$ cat config.mk
export PLATFORM = sky130hd
export DESIGN_NAME = seq_calc_unit
export DESIGN_NICKNAME = d
export VERILOG_FILES = /design/src/rtl/seq_calc_unit.sv
export SDC_FILE = /design/constraint.sdc
export NUM_CORES = 1
export LEC_CHECK = 0
export ABC_CLOCK_PERIOD_IN_PS = 2900
export BUFFER_PORTS_ARGS = -buffer_cell sky130_fd_sc_hd__buf_2
export CORE_ASPECT_RATIO = 1.75
export CORE_MARGIN = 2
export CORE_UTILIZATION = 53
export CTS_BUF_LIST = sky130_fd_sc_hd__clkbuf_4 sky130_fd_sc_hd__clkbuf_8
export DETAILED_ROUTE_END_ITERATION = 8
export HOLD_SLACK_MARGIN = 0.06
export PLACE_DENSITY = 0.74
export RECOVER_POWER = 25
export SYNTH_ARGS = -nofsm -noshare
export SYNTH_HDL_FRONTEND = slang
export SYNTH_SLANG_ARGS = --single-unit
$ cat constraint.sdc
create_clock -name clk -period 2.9 [get_ports clk]
set_input_delay 0 -clock clk [delete_from_list [all_inputs] [get_ports clk]]
set_output_delay 0 -clock clk [all_outputs]
set_load 0.01 [all_outputs]
$ cat src/rtl/seq_calc_unit.sv
// ---------------------------------------------------------------------------
// seq_calc_unit
//   Handshaked W-bit unsigned calculator producing a 2W-bit result.
//   Computes add, sub, mul and not-A in one cycle. Computes div and mod with a
//   W-step restoring divider. Illegal opcodes and division by zero are reported
//   on err. At most one operation is in flight at any time.
//
// Ports
//   clk        rising-edge clock
//   rst        synchronous reset, active-high
//   in_valid   operation present on a/b/oper
//   in_ready   operation can be accepted (IDLE only)
//   a, b       W-bit unsigned operands
//   oper       000 add, 001 sub, 010 mul, 011 div, 100 mod, 101 not-A,
//              110/111 illegal
//   out_valid  out/err valid; held until out_ready
//   out_ready  sink accepts the result
//   out        2W-bit result
//   err        divide by zero or illegal opcode (qualified by out_valid)
//   busy       divider is iterating
//
// Configuration
//   CALC_SAT_SUB_EN  when defined, sub clamps to zero when b > a instead of
//                    wrapping in 2W bits.
// ---------------------------------------------------------------------------
module seq_calc_unit #(
    parameter int W = 4
) (
    input  logic           clk,
    input  logic           rst,
    input  logic           in_valid,
    output logic           in_ready,
    input  logic [W-1:0]   a,
    input  logic [W-1:0]   b,
    input  logic [2:0]     oper,
    output logic           out_valid,
    input  logic           out_ready,
    output logic [2*W-1:0] out,
    output logic           err,
    output logic           busy
);

    typedef enum logic [2:0] {
        OP_ADD = 3'b000,
        OP_SUB = 3'b001,
        OP_MUL = 3'b010,
        OP_DIV = 3'b011,
        OP_MOD = 3'b100,
        OP_NOT = 3'b101
    } op_e;

    typedef enum logic [1:0] {
        S_IDLE,
        S_DIV,
        S_DONE
    } state_e;

    localparam int          CW   = (W > 2) ? $clog2(W) : 1;
    localparam logic [CW-1:0] LAST = CW'(W - 1);

    state_e         state;
    logic [W-1:0]   div_rem;
    logic [W-1:0]   div_quo;
    logic [W-1:0]   div_dvs;
    logic [CW-1:0]  div_cnt;
    logic           div_is_mod;

    logic [2*W-1:0] a_x;
    logic [2*W-1:0] b_x;
    logic [2*W-1:0] sc_result;
    logic           sc_err;
    logic           start_div;

    logic [W:0]     rem_shift;
    logic           rem_ge;
    logic [W-1:0]   rem_next;
    logic [W-1:0]   quo_next;

    assign a_x = {{W{1'b0}}, a};
    assign b_x = {{W{1'b0}}, b};

    // Single-cycle result, evaluated on the live inputs and captured on accept.
    always_comb begin
        // NOTE: every output gets a default first so no path leaves it unassigned,
        // which would otherwise infer a latch.
        sc_result = '0;
        sc_err    = 1'b0;
        start_div = 1'b0;
        case (op_e'(oper))
            OP_ADD: sc_result = a_x + b_x;
`ifdef CALC_SAT_SUB_EN
            OP_SUB: sc_result = (b > a) ? '0 : (a_x - b_x);
`else
            OP_SUB: sc_result = a_x - b_x;
`endif
            OP_MUL: sc_result = a_x * b_x;
            OP_DIV,
            OP_MOD: begin
                if (b == '0) sc_err    = 1'b1;
                else         start_div = 1'b1;
            end
            OP_NOT: sc_result = {{W{1'b0}}, ~a};
            default: sc_err = 1'b1;
        endcase
    end

    // One restoring-divide step: shift the next dividend bit (quotient MSB) into
    // the partial remainder, subtract the divisor when it fits, and shift the
    // resulting quotient bit into the LSB of the quotient register.
    always_comb begin
        rem_shift = {div_rem, div_quo[W-1]};
        rem_ge    = (rem_shift >= {1'b0, div_dvs});
        rem_next  = rem_ge ? W'(rem_shift - {1'b0, div_dvs}) : rem_shift[W-1:0];
        quo_next  = {div_quo[W-2:0], rem_ge};
    end

    // NOTE: sequential state uses non-blocking assignments only, so every
    // register samples pre-edge values regardless of statement order.
    always_ff @(posedge clk) begin
        if (rst) begin
            state      <= S_IDLE;
            in_ready   <= 1'b1;
            out_valid  <= 1'b0;
            out        <= '0;
            err        <= 1'b0;
            busy       <= 1'b0;
            // NOTE: the divider datapath is cleared too; a reset mid-division
            // must leave no trace of the aborted operation.
            div_rem    <= '0;
            div_quo    <= '0;
            div_dvs    <= '0;
            div_cnt    <= '0;
            div_is_mod <= 1'b0;
        end else begin
            case (state)
                S_IDLE: begin
                    if (in_valid) begin
                        in_ready <= 1'b0;
                        if (start_div) begin
                            state      <= S_DIV;
                            busy       <= 1'b1;
                            div_rem    <= '0;
                            div_quo    <= a;
                            div_dvs    <= b;
                            div_cnt    <= '0;
                            div_is_mod <= (oper == OP_MOD);
                        end else begin
                            state     <= S_DONE;
                            out_valid <= 1'b1;
                            out       <= sc_result;
                            err       <= sc_err;
                        end
                    end
                end

                S_DIV: begin
                    div_rem <= rem_next;
                    div_quo <= quo_next;
                    div_cnt <= div_cnt + 1'b1;
                    // The final step's result goes straight to the output so
                    // out_valid appears W+1 cycles after accept.
                    if (div_cnt == LAST) begin
                        state     <= S_DONE;
                        busy      <= 1'b0;
                        out_valid <= 1'b1;
                        err       <= 1'b0;
                        out       <= div_is_mod ? {{W{1'b0}}, rem_next}
                                                : {{W{1'b0}}, quo_next};
                    end
                end

                S_DONE: begin
                    if (out_ready) begin
                        state     <= S_IDLE;
                        out_valid <= 1'b0;
                        in_ready  <= 1'b1;
                    end
                end

                default: begin
                    state    <= S_IDLE;
                    in_ready <= 1'b1;
                end
            endcase
        end
    end

endmodule

==> metrics <==
worst slew pin tran 0.5755 ns; status complete, no violations; Post-Synth Adder-Cell Area 19.91%; synthesized flop and latch total 29; number of remaining DRC errors 0; RSZ-0062 raised after global routing false; worst skew pair latency 0.28 ns; commonest non-fill, non-tap cell in the layout nand2_1; yosys warns 0; CTS buffer count 5; Slew Viols, Final 0; Arr. time, crit path 2.59 ns; CTS max path bufs 2; Placed Cells 344; Detailed Place HPWL 4287 µm; CP required 3.06 ns; Mapped Area 2275 µm²; post-synthesis sequential area ratio 25.52%; Max VDD drop 0.5336 mV; Slew headroom 61.56%; DR iter-0 viols 60; Cells after Synth 279; Resized Gates After CTS 0; Fmax 411.5 MHz; IO Pins 27; CTS H-tree lvls 2; hold-fix buffers at CTS 5; critical path class in2reg; Setup Skew 0.005649 ns; Die ar. 4852 µm²; total power 1216 µW; most frequent cells in the layout 31 x nand2_1, 30 x nor2_1, 29 x dfxtp_1, 25 x ha_1, 24 x inv_1; Post-CTS Setup Bufs 0; final hold viol count 0; initial core utilization 54.81%; largest family of logic cells by synthesized area compound AO/OA/AOI/OAI gates; power density over the cells 471.9 nW/µm²; ANT cells 0; vias 2048; worst hold slack 0.1393 ns; Final Instance Count excl. Fillers 357; Tcrit/Tclk final 83.79%; Crit. End Element flop; first-pass GRT wire length 9232 µm; syn avg cell area 8.153 µm²; maxcap violations 0; P_leak 0.001143 µW; # setup viols final 0; Vias per Instance 5.737; Area Overhead vs Synth 13.31%; CP Launch Type input pin; Die X 53.52 µm; WL final 5410 µm; simple-gate share of the synthesized area 18.87%; root buf cell clkbuf_8; utilization after layout 62.10%; share of cells above drive strength 1 10.39%; clk sinks 29; WL/cell 15.15 µm; RD Place Congestion 0.8792; row count 31; xor and xnor fraction of the mapped netlist area 2.310%; Synth Area in Compound Gates 22.50%; crit-path max FO 9; top_reg_cell synth dfxtp_1; vias in the first global route 2057; pin count of the biggest net entering global routing 25; min cycle time layout 2.430 ns; core box area 4150 µm²; CTS tree built; Final nets 354; Initial DRT Pass Iterations 4; gr usage total 25.52%; die span in y 90.67 µm; HP Class in2reg; FFs w/ async S/R, synth 0%; Synth Net Count 326; global route overflow 0; post-synthesis mux area share 4.895%; PortBufs 26; Yosys cell types 51; antenna violations before repair 0; number of routed nets with antenna violations 0; Reg clk slew, reported paths 0.07 ns; Post-synth EDFFs 0; setup TNS 0 ns
kinds of logic after synthesis:
kind of cell               count (synthesis)
AOI/OAI and AO/OA                         75
xor gates and xnor gates                   6
buffers and inverters                     34
adders and majority gates                 32
and+or+nand+nor                           92
muxes                                     11
DFF                                       29
path summary, 6_finish.rpt:
check	startpoint	endpoint	slack, ns	depth (start not counted)
setup / recovery	a[1]	out[4]$_SDFFE_PP0P_	0.47	12
hold reg to reg	out[6]$_SDFFE_PP0P_	out[6]$_SDFFE_PP0P_	0.46	2
hold / removal	a[2]	div_quo[2]$_SDFFE_PP0P_	0.14	3
setup reg to reg	div_quo[3]$_SDFFE_PP0P_	out[1]$_SDFFE_PP0P_	0.84	8
power breakdown:
group	switching, µW	internal, µW
clock	162	289
combinational	195	130
sequential	18.1	422
cell usage after synthesis (2+ instances only):
| library cell | instances | area (µm²) |
|---|---|---|
| nand2_1 | 31 | 116.4 |
| nor2_1 | 30 | 112.6 |
| dfxtp_1 | 29 | 580.6 |
| ha_1 | 25 | 312.8 |
| inv_1 | 24 | 90.09 |
| a21oi_1 | 21 | 105.1 |
| o21ai_0 | 18 | 90.09 |
| mux2i_1 | 10 | 100.1 |
| and2_1 | 8 | 50.05 |
| clkbuf_1 | 8 | 30.03 |
| fa_1 | 7 | 140.1 |
| a211oi_1 | 6 | 45.04 |
| nand3_1 | 6 | 30.03 |
| a21o_1 | 5 | 37.54 |
| xor2_1 | 4 | 35.03 |
| a22o_1 | 3 | 26.28 |
| a31oi_1 | 3 | 18.77 |
| nand2b_1 | 3 | 18.77 |
| or3_1 | 3 | 18.77 |
| a311oi_1 | 2 | 17.52 |
| o22ai_1 | 2 | 12.51 |
| xnor2_1 | 2 | 17.52 |
stage by stage:
step	cell area (µm²)	setup slack, ns
global route	2577	0.2967
global placement	2420	0.2687
detailed placement	2420	0.1589
finish	2577	0.4700
CTS	2590	0.4676
floorplan	2275	0.5115
flip-flops by register name, indices dropped and copies added (netlist names):
register,cells
div_quo,4
out_valid,1
div_dvs,4
state,2
div_is_mod,1
div_cnt,2
err,1
out,8
busy,1
div_rem,4
in_ready,1
final cells by class:
class / count / area (µm²)
clock buffer: 7 / 90.09
clock inverter: 1 / 30.03
fill: 373 / 1573
inverter: 24 / 90.09
multi-input combinational: 216 / 1558
sequential: 29 / 580.6
tap: 49 / 61.31
timing repair buffer: 31 / 167.7
worst max-delay path, cell delays in order:
cell and delay [ns]:
buf_2 0.20, nand2_1 0.10, fa_1 0.51, inv_1 0.06
fa_1 0.56, inv_1 0.07, fa_1 0.44, xor2_1 0.16
nand2_1 0.06, a31oi_1 0.17, a2bb2oi_1 0.19, nor2_1 0.05
routing by layer:
layer / wire, µm / part of all wire (%) / vias to the layer above / track usage (%)
met5: 0 / 0 / - / 0
met4: 112 / 2.1 / 0 / 9.829
met3: 143 / 2.6 / 11 / 2.483
met2: 3032 / 56 / 45 / 47.12
met1: 2122 / 39 / 953 / 27.87
li1: - / - / 1039 / -
(Power assumes the default switching activity.)
